### config.mk
export PLATFORM = sky130hd
export DESIGN_NAME = pim_dispatcher_flat
export DESIGN_NICKNAME = d
export VERILOG_FILES = /design/src/rtl/pim_dispatcher_if.sv /design/src/rtl/pim_dispatcher.sv /design/src/flat_wrapper.sv
export SDC_FILE = /design/constraint.sdc
export NUM_CORES = 1
export LEC_CHECK = 0
export ABC_AREA = 1
export CORE_ASPECT_RATIO = 1.4
export CORE_UTILIZATION = 55
export CTS_CLUSTER_DIAMETER = 40
export DETAILED_ROUTE_END_ITERATION = 16
export PLACE_DENSITY = 0.75
export RECOVER_POWER = 25
export REMOVE_ABC_BUFFERS = 1
export SYNTH_ARGS = -nofsm -noshare
export SYNTH_HDL_FRONTEND = slang
export SYNTH_SLANG_ARGS = --single-unit
### constraint.sdc
create_clock -name clk -period 7.4 [get_ports clk]
set_clock_uncertainty 0.15 [all_clocks]
set_input_delay 1.48 -clock clk [delete_from_list [all_inputs] [get_ports clk]]
set_output_delay 1.48 -clock clk [all_outputs]
set_load 0.01 [all_outputs]
### src/rtl/pim_dispatcher_if.sv
// pim_dispatcher_if: job-in and result-out handshake bundle between the memory
// block (master) and the PIM dispatcher (slave).
interface pim_dispatcher_if #(
  parameter int WIDTH     = 8,
  parameter int SIZE      = 4,
  parameter int LEN       = 10,
  parameter int ACC_WIDTH = 2 * WIDTH + $clog2(SIZE)
);
  logic                  in_valid;
  logic                  in_ready;
  logic [SIZE*WIDTH-1:0] in_a;
  logic [SIZE*WIDTH-1:0] in_b;
  logic [LEN-1:0]        in_dest;
  logic                  out_valid;
  logic                  out_ready;
  logic [ACC_WIDTH-1:0]  out_data;
  logic [LEN-1:0]        out_dest;

  modport master (
    output in_valid, in_a, in_b, in_dest, out_ready,
    input  in_ready, out_valid, out_data, out_dest
  );

  modport slave (
    input  in_valid, in_a, in_b, in_dest, out_ready,
    output in_ready, out_valid, out_data, out_dest
  );
endinterface

### src/rtl/pim_dispatcher.sv
// pim_dispatcher: accepts operand-vector jobs, runs each on the lowest idle
// enabled PIM lane as a sequential MAC, and returns the dot products with
// their destination addresses in acceptance order through a result FIFO.
// Build option: define PIM_SIGNED_EN for two's-complement operands and
// results; leave it undefined for unsigned arithmetic.
module pim_dispatcher #(
  parameter int WIDTH      = 8,
  parameter int SIZE       = 4,
  parameter int LEN        = 10,
  parameter int NUM_PIMS   = 4,
  parameter int FIFO_DEPTH = 4,
  parameter int ACC_WIDTH  = 2 * WIDTH + $clog2(SIZE)
) (
  input  logic                          clk,
  input  logic                          rst,
  pim_dispatcher_if.slave               bus,
  input  logic [$clog2(NUM_PIMS+1)-1:0] no_of_pims,
  output logic                          busy
);
  localparam int CNT_W  = $clog2(SIZE);
  localparam int PTR_W  = $clog2(FIFO_DEPTH);
  localparam int LANE_W = $clog2(NUM_PIMS + 1);

  typedef enum logic {IDLE, RUN} lane_state_e;

  lane_state_e          state_q [NUM_PIMS];
  lane_state_e          state_d [NUM_PIMS];
  logic [WIDTH-1:0]     a_q     [NUM_PIMS][SIZE];
  logic [WIDTH-1:0]     b_q     [NUM_PIMS][SIZE];
  logic [LEN-1:0]       dest_q  [NUM_PIMS];
  logic [CNT_W-1:0]     cnt_q   [NUM_PIMS];
  logic [ACC_WIDTH-1:0] acc_q   [NUM_PIMS];
  logic [ACC_WIDTH-1:0] sum     [NUM_PIMS];

  logic [LANE_W-1:0]    eff;
  logic [LANE_W-1:0]    running;
  logic [LANE_W-1:0]    sel_idx;
  logic                 sel_found;
  logic                 credit_ok;
  logic                 accept;

  logic                 push;
  logic [ACC_WIDTH-1:0] push_data;
  logic [LEN-1:0]       push_dest;
  logic                 pop;
  logic [ACC_WIDTH-1:0] fifo_data [FIFO_DEPTH];
  logic [LEN-1:0]       fifo_dest [FIFO_DEPTH];
  logic [PTR_W-1:0]     wr_ptr;
  logic [PTR_W-1:0]     rd_ptr;
  logic [PTR_W-1:0]     head_ptr;
  logic [PTR_W:0]       count_q;

  // One element product, widened to the accumulator width.
  function automatic logic [ACC_WIDTH-1:0] elem_product(input logic [WIDTH-1:0] x,
                                                        input logic [WIDTH-1:0] y);
`ifdef PIM_SIGNED_EN
    logic signed [WIDTH-1:0] xs;
    logic signed [WIDTH-1:0] ys;
    xs = x;
    ys = y;
    return ACC_WIDTH'(xs) * ACC_WIDTH'(ys);
`else
    return ACC_WIDTH'(x) * ACC_WIDTH'(y);
`endif
  endfunction

  // Effective lane count, lowest idle enabled lane and the FIFO credit check.
  always_comb begin
    // NOTE: every variable gets a default before any conditional assignment, so no latch is inferred.
    eff       = no_of_pims;
    running   = '0;
    sel_idx   = '0;
    sel_found = 1'b0;
    if (no_of_pims == '0) begin
      eff = LANE_W'(1);
    end else if (no_of_pims > LANE_W'(NUM_PIMS)) begin
      eff = LANE_W'(NUM_PIMS);
    end
    // Walk downward so the lowest-index idle enabled lane wins.
    for (int i = NUM_PIMS - 1; i >= 0; i--) begin
      if (state_q[i] == RUN) running = running + LANE_W'(1);
      if (state_q[i] == IDLE && LANE_W'(i) < eff) begin
        sel_idx   = LANE_W'(i);
        sel_found = 1'b1;
      end
    end
    // Every running lane holds a reserved FIFO slot, so the FIFO cannot overflow.
    credit_ok    = (int'(count_q) + int'(running)) < FIFO_DEPTH;
    bus.in_ready = rst && sel_found && credit_ok;
    accept       = bus.in_valid && bus.in_ready;
  end

  // Lane next-state, MAC sums and the single FIFO push per edge.
  always_comb begin
    push      = 1'b0;
    push_data = '0;
    push_dest = '0;
    for (int i = 0; i < NUM_PIMS; i++) begin
      sum[i]     = acc_q[i] + elem_product(a_q[i][cnt_q[i]], b_q[i][cnt_q[i]]);
      state_d[i] = state_q[i];
      case (state_q[i])
        IDLE: if (accept && sel_idx == LANE_W'(i)) state_d[i] = RUN;
        RUN: begin
          // Fixed latency means at most one lane finishes on any edge.
          if (cnt_q[i] == CNT_W'(SIZE - 1)) begin
            state_d[i] = IDLE;
            push       = 1'b1;
            push_data  = sum[i];
            push_dest  = dest_q[i];
          end
        end
        default: state_d[i] = IDLE;
      endcase
    end
  end

  // Lane state register.
  always_ff @(posedge clk or negedge rst) begin
    // NOTE: sequential state uses non-blocking assignments so every register samples pre-edge values.
    if (!rst) begin
      for (int i = 0; i < NUM_PIMS; i++) state_q[i] <= IDLE;
    end else begin
      for (int i = 0; i < NUM_PIMS; i++) state_q[i] <= state_d[i];
    end
  end

  // Lane counter, accumulator and destination capture.
  always_ff @(posedge clk or negedge rst) begin
    if (!rst) begin
      for (int i = 0; i < NUM_PIMS; i++) begin
        cnt_q[i]  <= '0;
        acc_q[i]  <= '0;
        dest_q[i] <= '0;
      end
    end else begin
      for (int i = 0; i < NUM_PIMS; i++) begin
        if (state_q[i] == IDLE && state_d[i] == RUN) begin
          cnt_q[i]  <= '0;
          acc_q[i]  <= '0;
          dest_q[i] <= bus.in_dest;
        end else if (state_q[i] == RUN) begin
          cnt_q[i] <= cnt_q[i] + CNT_W'(1);
          acc_q[i] <= sum[i];
        end
      end
    end
  end

  // Operand capture into the selected lane.
  // NOTE: operand storage has no reset; a lane always reloads it on accept before reading it.
  always_ff @(posedge clk) begin
    for (int i = 0; i < NUM_PIMS; i++) begin
      if (state_q[i] == IDLE && state_d[i] == RUN) begin
        for (int j = 0; j < SIZE; j++) begin
          a_q[i][j] <= bus.in_a[j*WIDTH +: WIDTH];
          b_q[i][j] <= bus.in_b[j*WIDTH +: WIDTH];
        end
      end
    end
  end

  // Result FIFO storage, pointers and occupancy.
  // Storage is cleared here because the empty-FIFO output shows the slot behind
  // the read pointer, which must read as zero straight after reset.
  always_ff @(posedge clk or negedge rst) begin
    if (!rst) begin
      for (int i = 0; i < FIFO_DEPTH; i++) begin
        fifo_data[i] <= '0;
        fifo_dest[i] <= '0;
      end
      wr_ptr  <= '0;
      rd_ptr  <= '0;
      count_q <= '0;
    end else begin
      if (push) begin
        fifo_data[wr_ptr] <= push_data;
        fifo_dest[wr_ptr] <= push_dest;
        wr_ptr            <= wr_ptr + PTR_W'(1);
      end
      if (pop) rd_ptr <= rd_ptr + PTR_W'(1);
      case ({push, pop})
        2'b10:   count_q <= count_q + (PTR_W + 1)'(1);
        2'b01:   count_q <= count_q - (PTR_W + 1)'(1);
        default: count_q <= count_q;
      endcase
    end
  end

  // When empty, the head points at the last popped entry so the outputs hold.
  assign pop           = (count_q != '0) && bus.out_ready;
  assign head_ptr      = (count_q == '0) ? rd_ptr - PTR_W'(1) : rd_ptr;
  assign bus.out_valid = (count_q != '0);
  assign bus.out_data  = fifo_data[head_ptr];
  assign bus.out_dest  = fifo_dest[head_ptr];
  assign busy          = (running != '0) || (count_q != '0);
endmodule

### src/flat_wrapper.sv
// flat-port wrapper written by rule: the top's interface ports become plain ports
module pim_dispatcher_flat 
#(
  parameter int WIDTH      = 8,
  parameter int SIZE       = 4,
  parameter int LEN        = 10,
  parameter int NUM_PIMS   = 4,
  parameter int FIFO_DEPTH = 4,
  parameter int ACC_WIDTH  = 2 * WIDTH + $clog2(SIZE)
)
  (clk, rst, no_of_pims, busy, bus_in_valid, bus_in_a, bus_in_b, bus_in_dest, bus_out_ready, bus_in_ready, bus_out_valid, bus_out_data, bus_out_dest);
  pim_dispatcher_if #(.WIDTH(WIDTH), .SIZE(SIZE), .LEN(LEN), .ACC_WIDTH(ACC_WIDTH)) bus_i ();
  input  logic clk;
  input  logic rst;
  input  logic [$clog2(NUM_PIMS+1)-1:0] no_of_pims;
  output logic busy;
  input wire logic [$bits(bus_i.in_valid)-1:0] bus_in_valid;
  input wire logic [$bits(bus_i.in_a)-1:0] bus_in_a;
  input wire logic [$bits(bus_i.in_b)-1:0] bus_in_b;
  input wire logic [$bits(bus_i.in_dest)-1:0] bus_in_dest;
  input wire logic [$bits(bus_i.out_ready)-1:0] bus_out_ready;
  output wire logic [$bits(bus_i.in_ready)-1:0] bus_in_ready;
  output wire logic [$bits(bus_i.out_valid)-1:0] bus_out_valid;
  output wire logic [$bits(bus_i.out_data)-1:0] bus_out_data;
  output wire logic [$bits(bus_i.out_dest)-1:0] bus_out_dest;
  assign bus_i.in_valid = bus_in_valid;
  assign bus_i.in_a = bus_in_a;
  assign bus_i.in_b = bus_in_b;
  assign bus_i.in_dest = bus_in_dest;
  assign bus_i.out_ready = bus_out_ready;
  assign bus_in_ready = bus_i.in_ready;
  assign bus_out_valid = bus_i.out_valid;
  assign bus_out_data = bus_i.out_data;
  assign bus_out_dest = bus_i.out_dest;
  pim_dispatcher #(.WIDTH(WIDTH), .SIZE(SIZE), .LEN(LEN), .NUM_PIMS(NUM_PIMS), .FIFO_DEPTH(FIFO_DEPTH), .ACC_WIDTH(ACC_WIDTH)) u_core (.clk(clk), .rst(rst), .bus(bus_i), .no_of_pims(no_of_pims), .busy(busy));
endmodule
## Word-level counts from Yosys, hierarchy flattened

Memory sizes are Yosys's and may differ from the RTL's.
Index checks and enable logic that the tools add are counted.

| operators by class | value |
|---|---|
| reductions and logical operators | 34 |
| $lt $le $gt $ge | 13 |
| bitwise gates (word level) | 10 |
| mux-type cells | 130 |
| $add $sub $neg | 17 |
| equal/unequal tests | 9 |
| $mul | 4 |

Operators with widths:

| operator | number |
|---|---|
| 2-to-1 mux 18 bit | 19 |
| 2-to-1 mux 32 bit | 6 |
| OR reduction 32 bit | 6 |
| binary-select mux 8 bit (select 2 bit) | 8 |
| 2-to-1 mux 8 bit | 16 |
| 2-to-1 mux 10 bit | 11 |
| adder 18 x 16 -> 18 bit | 4 |
| bitwise mux 72 bit | 1 |
| multiplier 8 x 8 -> 16 bit | 4 |
| bitwise mux 40 bit | 1 |
| binary-select mux 18 bit (select 2 bit) | 1 |
| demux 18 bit (select 2 bit) | 1 |
| 2-to-1 mux 1 bit | 35 |
| < comparator 32 x 4 -> 1 bit (second input constant) | 1 |
| 2-to-1 mux 2 bit | 16 |
| 2-to-1 mux 3 bit | 8 |
| binary-select mux 10 bit (select 2 bit) | 1 |
| demux 10 bit (select 2 bit) | 1 |
| greater-or-equal comparator 3 bit (second input constant) | 6 |
| NOT 2 -> 3 bit | 6 |
| logical AND 1 bit | 17 |
| adder 2 x 1 -> 2 bit (second input constant) | 6 |
| equality test 2 bit (second input constant) | 5 |
| nonzero test 2 bit | 5 |
| 18 further kinds | 32 |

| storage, ports and cells | value |
|---|---|
| output and inout port bits | 31 |
| RAM bits | 256 |
| memories kept | 2 |
| logic and storage cells | 246 |
| register bits | 243 |

Memory list:

| name | depth | bits a word | rd ports | clocked after memory_dff | write ports | RTL line | text |
|---|---|---|---|---|---|---|---|
| u_core.a_q | 4 | 32 | 4 | 0 | 1 | pim_dispatcher.sv:28 | `logic [WIDTH-1:0] a_q [NUM_PIMS][SIZE];` |
| u_core.b_q | 4 | 32 | 4 | 0 | 1 | pim_dispatcher.sv:29 | `logic [WIDTH-1:0] b_q [NUM_PIMS][SIZE];` |

## Logic depth before layout (Yosys ltp)

| depth | value |
|---|---|
| depth in word-level cells | 22 |
| depth in mapped cells | 30 |
| mapped depth without buffers | 28 |

## Worst setup path after synthesis

OpenSTA, ideal clock, no wires.

| timing | value |
|---|---|
| path type | register to register |
| from | register u_core.state_q[1] (netlist bit) |
| to | memory u_core.a_q[1][0] (netlist bit), enable pin |
| data arrival time | 7.245 ns |
| stages on the path, launching flop included | 19 |
| required time | 6.685 ns |
| buffers on the path | 2 |
| setup slack | -0.560 ns |
| cells stage by stage | dfrtp_1 inv_1 clkbuf_1 clkbuf_1 ha_1 inv_1 nand2_1 nand2_1 inv_1 ha_1 nand2_1 xnor2_1 inv_1 ha_1 nor2_1 nand3b_1 nor3_4 nand2_2 nor3_1 |

| on the way | value |
|---|---|
| cells in the longest elaborated chain, start to end | 19 |
| elaborated cells on any way between the ends | 55 |
| classes of those cells | add/sub (3); order compare (1); eq/ne (3); mux (31); bitwise (1); reduce/logical (16) |

RTL lines:

| item | RTL line | text |
|---|---|---|
| start: declaration | pim_dispatcher.sv:26 | `lane_state_e state_q [NUM_PIMS];` |
| 2-to-1 mux 3 bit | pim_dispatcher.sv:81 | `if (state_q[i] == RUN) running = running + LANE_W'(1);` |
| adder 3 x 1 -> 3 bit | pim_dispatcher.sv:81 |  |
| 2-to-1 mux 3 bit | pim_dispatcher.sv:81 |  |
| adder 3 x 1 -> 3 bit | pim_dispatcher.sv:81 |  |
| 2-to-1 mux 3 bit | pim_dispatcher.sv:81 |  |
| adder 3 x 3 -> 4 bit | pim_dispatcher.sv:88 | `credit_ok = (int'(count_q) + int'(running)) < FIFO_DEPTH;` |
| < comparator 32 x 4 -> 1 bit | pim_dispatcher.sv:88 |  |
| logical AND 1 bit * | pim_dispatcher.sv:89 | `bus.in_ready = rst && sel_found && credit_ok;` |
| named net bus_in_ready | flat_wrapper.sv:22 | `output wire logic [$bits(bus_i.in_ready)-1:0] bus_in_ready;` |
| [1 not listed] | - |  |
| logical AND 1 bit | pim_dispatcher.sv:102 | `IDLE: if (accept && sel_idx == LANE_W'(i)) state_d[i] = RUN;` |
| 2-to-1 mux 1 bit | pim_dispatcher.sv:102 |  |
| one-hot mux 1 bit (2 select lines) | pim_dispatcher.sv:101 | `case (state_q[i])` |
| logical AND 1 bit | pim_dispatcher.sv:153 | `if (state_q[i] == IDLE && state_d[i] == RUN) begin` |
| 2-to-1 mux 1 bit | pim_dispatcher.sv:153 |  |
| 2-to-1 mux 1 bit (implied by the code) | pim_dispatcher.sv:155 | `a_q[i][j] <= bus.in_a[j*WIDTH +: WIDTH];` |
| OR reduction 32 bit (no source line) | - |  |
| 2-to-1 mux 2 bit (no source line) or 2-to-1 mux 1 bit (tied branches) (3 in a row) | - |  |
| end: declaration | pim_dispatcher.sv:28 |  |

Mark *: on every way through the listed nets, which the timed path passes. The rest lies on a longest branch.

## Final worst setup path

| timing | value |
|---|---|
| from | register u_core.cnt_q[3] (netlist bit) |
| to | register u_core.fifo_data[66] (netlist bit) |

| on the way | value |
|---|---|
| cells in the longest elaborated chain, start to end | 11 |
| elaborated cells on any way between the ends | 19 |
| classes of those cells | add/sub (1); mul (1); eq/ne (1); mux (15); bitwise (1) |

RTL lines:

| item | RTL line | text |
|---|---|---|
| start: declaration | pim_dispatcher.sv:31 | `logic [CNT_W-1:0] cnt_q [NUM_PIMS];` |
| start signal: indexed assignment | pim_dispatcher.sv:142 | `cnt_q[i] <= cnt_q[i] + CNT_W'(1);` |
| NOT 2 -> 3 bit (implied by the code) | pim_dispatcher.sv:99 | `sum[i] = acc_q[i] + elem_product(a_q[i][cnt_q[i]], b_q[i][cnt_q[i]]);` |
| binary-select mux 8 bit (select 2 bit) | pim_dispatcher.sv:99 |  |
| 2-to-1 mux 8 bit (implied by the code) (2 in a row) | pim_dispatcher.sv:99 |  |
| multiplier 8 x 8 -> 16 bit | pim_dispatcher.sv:63 | `return ACC_WIDTH'(x) * ACC_WIDTH'(y);` |
| adder 18 x 16 -> 18 bit | pim_dispatcher.sv:99 |  |
| 2-to-1 mux 18 bit | pim_dispatcher.sv:105 | `if (cnt_q[i] == CNT_W'(SIZE - 1)) begin` |
| 2-to-1 mux 18 bit | pim_dispatcher.sv:101 |  |
| 2-to-1 mux 18 bit | pim_dispatcher.sv:105 |  |
| 2-to-1 mux 18 bit | pim_dispatcher.sv:101 |  |
| bitwise mux 72 bit | pim_dispatcher.sv:176 | `fifo_data[wr_ptr] <= push_data;` |
| end signal: indexed assignment | pim_dispatcher.sv:176 |  |
| end: declaration | pim_dispatcher.sv:46 | `logic [ACC_WIDTH-1:0] fifo_data [FIFO_DEPTH];` |

Several ways; a longest one is shown, not always the timed one. The select of a mux whose other input is x is not followed.
A chain may end at the register's enable or synchronous reset.

==> impl_metrics.toml <==
[outcome]
status = "completed"

[detailed_routing]
drc_errors = 0
wirelength_um = 87100
drt-initial-drc-count = 1916
drtPass1Iterations = 6
vias_per_cell = 5.68
num_vias = 24711
ant_nets = 0
wl_per_cell_um = 20.0

[sta]
relSlewSlack_pct = 21.9
final.period_utilization_pct = 90.4
hold_viol = 0
rsz0062_at_grt = "false"
fmax_mhz = 149
worstMarginPinSlew_ns = 1.17
drv_slew = 0
min_period_ns = 6.69
holdWs_ns = 0.327
setup_viol = 0

[hold_path]
hp-class = "reg -> reg"

[synthesis]
ys_types = 46
ys_seq_area_share_pct = 43.8
yosysTopAreaCellShare_pct = 24.4
ys.flop_type = "edfxtp_1"
synth_edf_count = 256
async_flop_share_pct = 48.7
avgSynthCellArea_um2 = 9.07
syn_area_um2 = 31400
yosysTopAreaCell = "edfxtp_1"
ys_warn_count = 0
synth.area.top_cells = "edfxtp_1 24%, dfrtp_1 19%, fa_1 13%, nand2_1 11%, ha_1 6.9%"
ys_seq_elements = 499
netlist_instances = 3467

[finish]
layout.cells.non_filler = 4350
multi_input_comb_area_um2 = 14900
num-fill-cells = 4677
fin_nets = 4030
area_delta_synth_final_pct = 12.1
stdcell_area_um2 = 35300
drive_gt1_share_pct = 5.29
seqCellArea_um2 = 13800
final_core_util_pct = 62.5

[clocking]
cts_buffers = 56
htreeDepth = 2
clk_latency_ns = 0.64
cts.hold.buffers_added = 0
path_clk_slew_ns = 0.06
max-clock-path-buffers = 3
root_buffer = "clkbuf_16"
tritoncts = "done"
numClockSinks = 499
post-cts-setup-buffers = 0
ctsResizeCount = 0

[worst_setup_path]
crit_path_end = "u_core.fifo_data[66]"
reg2reg_slack_ns = 0.71
worstPathRequired_ns = 7.75
cpPeakStageDelay_ns = 0.89
r2r-start = "u_core.cnt_q[3]"
end_kind = "flop"
worstPathArrival_ns = 7.04
r2r_end = "u_core.fifo_data[66]"
crit_type = "reg -> reg"
reg2reg_depth = 23
worstPathMaxFanout = 33
crit_path_frequent_cell = "nand2_1"
crit_path_start = "u_core.cnt_q[3]"
crit_chain = "inv_1, a21oi_1, a32oi_1, nand2_1, fa_1, inv_1, fa_1, inv_1, fa_1, inv_1, fa_1, ha_1, nand2_1, nor2_1, nand3_1, nand3_1, nand2_1, nand3_1, nand2_1, inv_1, nand2_1, nand3_1, nand2_1"
start_kind = "flop"
slowest_stage = "a32oi_1"

[floorplanning]
dieArea_um2 = 58100
core_um2 = 56400
initial_utilization_pct = 55.7
die_h_um = 285
num_rows = 103
ioPinCount = 112
die_x_um = 204

[global_routing]
antenna_found_initial = 1
grt_pass1_vias = 24649
overflow = 0
grt_max_degree = 112
grt_use_total_pct = 30.5
grt_pass1_wl_um = 135000

[place]
place_area_um2 = 33400
placed_cells = 4251
gp_congestion = 0.949
port_buffers = 111
hpwl_um = 64200

[run]
maxCapViolCount = 0
-- worst min path at each step --
stage	from	end	slack [ns]	cells after the start
final	u_core.fifo_data[35]	u_core.fifo_data[35]	0.33	2
after global routing	u_core.fifo_data[35]	u_core.fifo_data[35]	0.33	2
after CTS	u_core.fifo_data[22]	u_core.fifo_data[22]	0.33	2
after detailed placement	u_core.fifo_data[42]	u_core.fifo_data[42]	0.31	2
after global placement	u_core.fifo_data[42]	u_core.fifo_data[42]	0.31	2
after floorplan	u_core.fifo_data[31]	u_core.fifo_data[31]	0.29	2
-- cells in the mapped netlist, types with 5 or more instances --
master,n
o22ai_1,55
o21ai_0,127
xnor2_1,18
a32oi_1,64
nor3_1,6
o21bai_1,6
buf_2,25
nand3b_1,7
a31o_2,11
o221ai_1,5
fa_1,201
a31oi_1,41
or2_2,5
nor2_1,285
ha_1,174
clkbuf_1,69
nand2_1,885
o21ai_1,25
buf_6,8
nand4_1,12
inv_2,10
o21ai_2,5
inv_1,578
a21oi_1,117
dfrtp_1,243
a22o_1,6
xor2_1,15
nand3_1,166
edfxtp_1,256
buf_1,13
-- state kept, by name, indices dropped and copies added (netlist names), 3 cells and up --
signal            flops
u_core.a_q          128
u_core.b_q          128
u_core.acc_q         72
u_core.fifo_data     72
u_core.dest_q        40
u_core.fifo_dest     40
u_core.cnt_q          8
u_core.state_q        4
u_core.count_q        3
-- per-stage QoR --
| step | setup TNS [ns] | setup WS [ns] |
|---|---|---|
| global route | 0 | 0.440 |
| CTS | 0 | 0.884 |
| finish | 0 | 0.711 |
| floorplan | -26.81 | -0.419 |
| global placement | 0 | 1.04 |
| detailed placement | 0 | 0.919 |
-- kinds of logic (layout without fill, tap and decap cells) --
family / Yosys count / after routing / share of synthesized area [%]
adder cells (fa/ha/maj): 375 / 375 / 19.7
flip-flops: 499 / 499 / 43.8
AO/OA/AOI/OAI: 472 / 472 / 9.12
XOR/XNOR: 33 / 33 / 0.919
other: 0 / 1 / 0
buffers and inverters: 707 / 854 / 8.77
AND/OR/NAND/NOR: 1381 / 1381 / 17.7
-- placed cells by master (no fill, tap or decap), types with 18 or more instances in the layout --
cell type          n
a32oi_1           64
dlygate4sd3_1     48
clkbuf_16         56
dfrtp_1          243
a31oi_1           41
inv_1            576
o22ai_1           55
edfxtp_1         256
nand3_1          166
clkdlybuf4s50_1   62
ha_1             174
xnor2_1           18
nor2_1           285
buf_4             53
a21oi_1          117
o21ai_0          126
o21ai_1           25
fa_1             201
nand2_1          885
-- worst max-delay path, delay by kind of cell (launching register included) --
kind | cells | cell delay, ns
and+or+nand+nor | 11 | 1.59
buffers and inverters | 5 | 1.11
adders and majority gates | 5 | 2.35
AOI/OAI and AO/OA | 2 | 0.98
DFF | 1 | 0.38
-- layer usage --
layer / track usage, % / part of all wire [%] / vias to the layer above
li1: - / - / 11391
met1: 36.1 / 37 / 12008
met2: 52.0 / 50 / 1056
met3: 4.13 / 6.2 / 256
met4: 19.3 / 6.8 / 0
met5: 0 / 0 / -
-- cell type report --
cell class / count / area share [%]
Multi-Input combinational cell: 2261 / 42.3
Sequential cell: 499 / 39.1
Inverter: 589 / 6.28
Timing Repair Buffer: 167 / 4.46
Clock buffer: 65 / 4.18
Tap cell: 735 / 2.61
Clock inverter: 33 / 1.07
Antenna cell: 1 / 0.00710
Power is not shown: default switching activity piles up to over one toggle a cycle in this logic, so the estimate is an artifact.
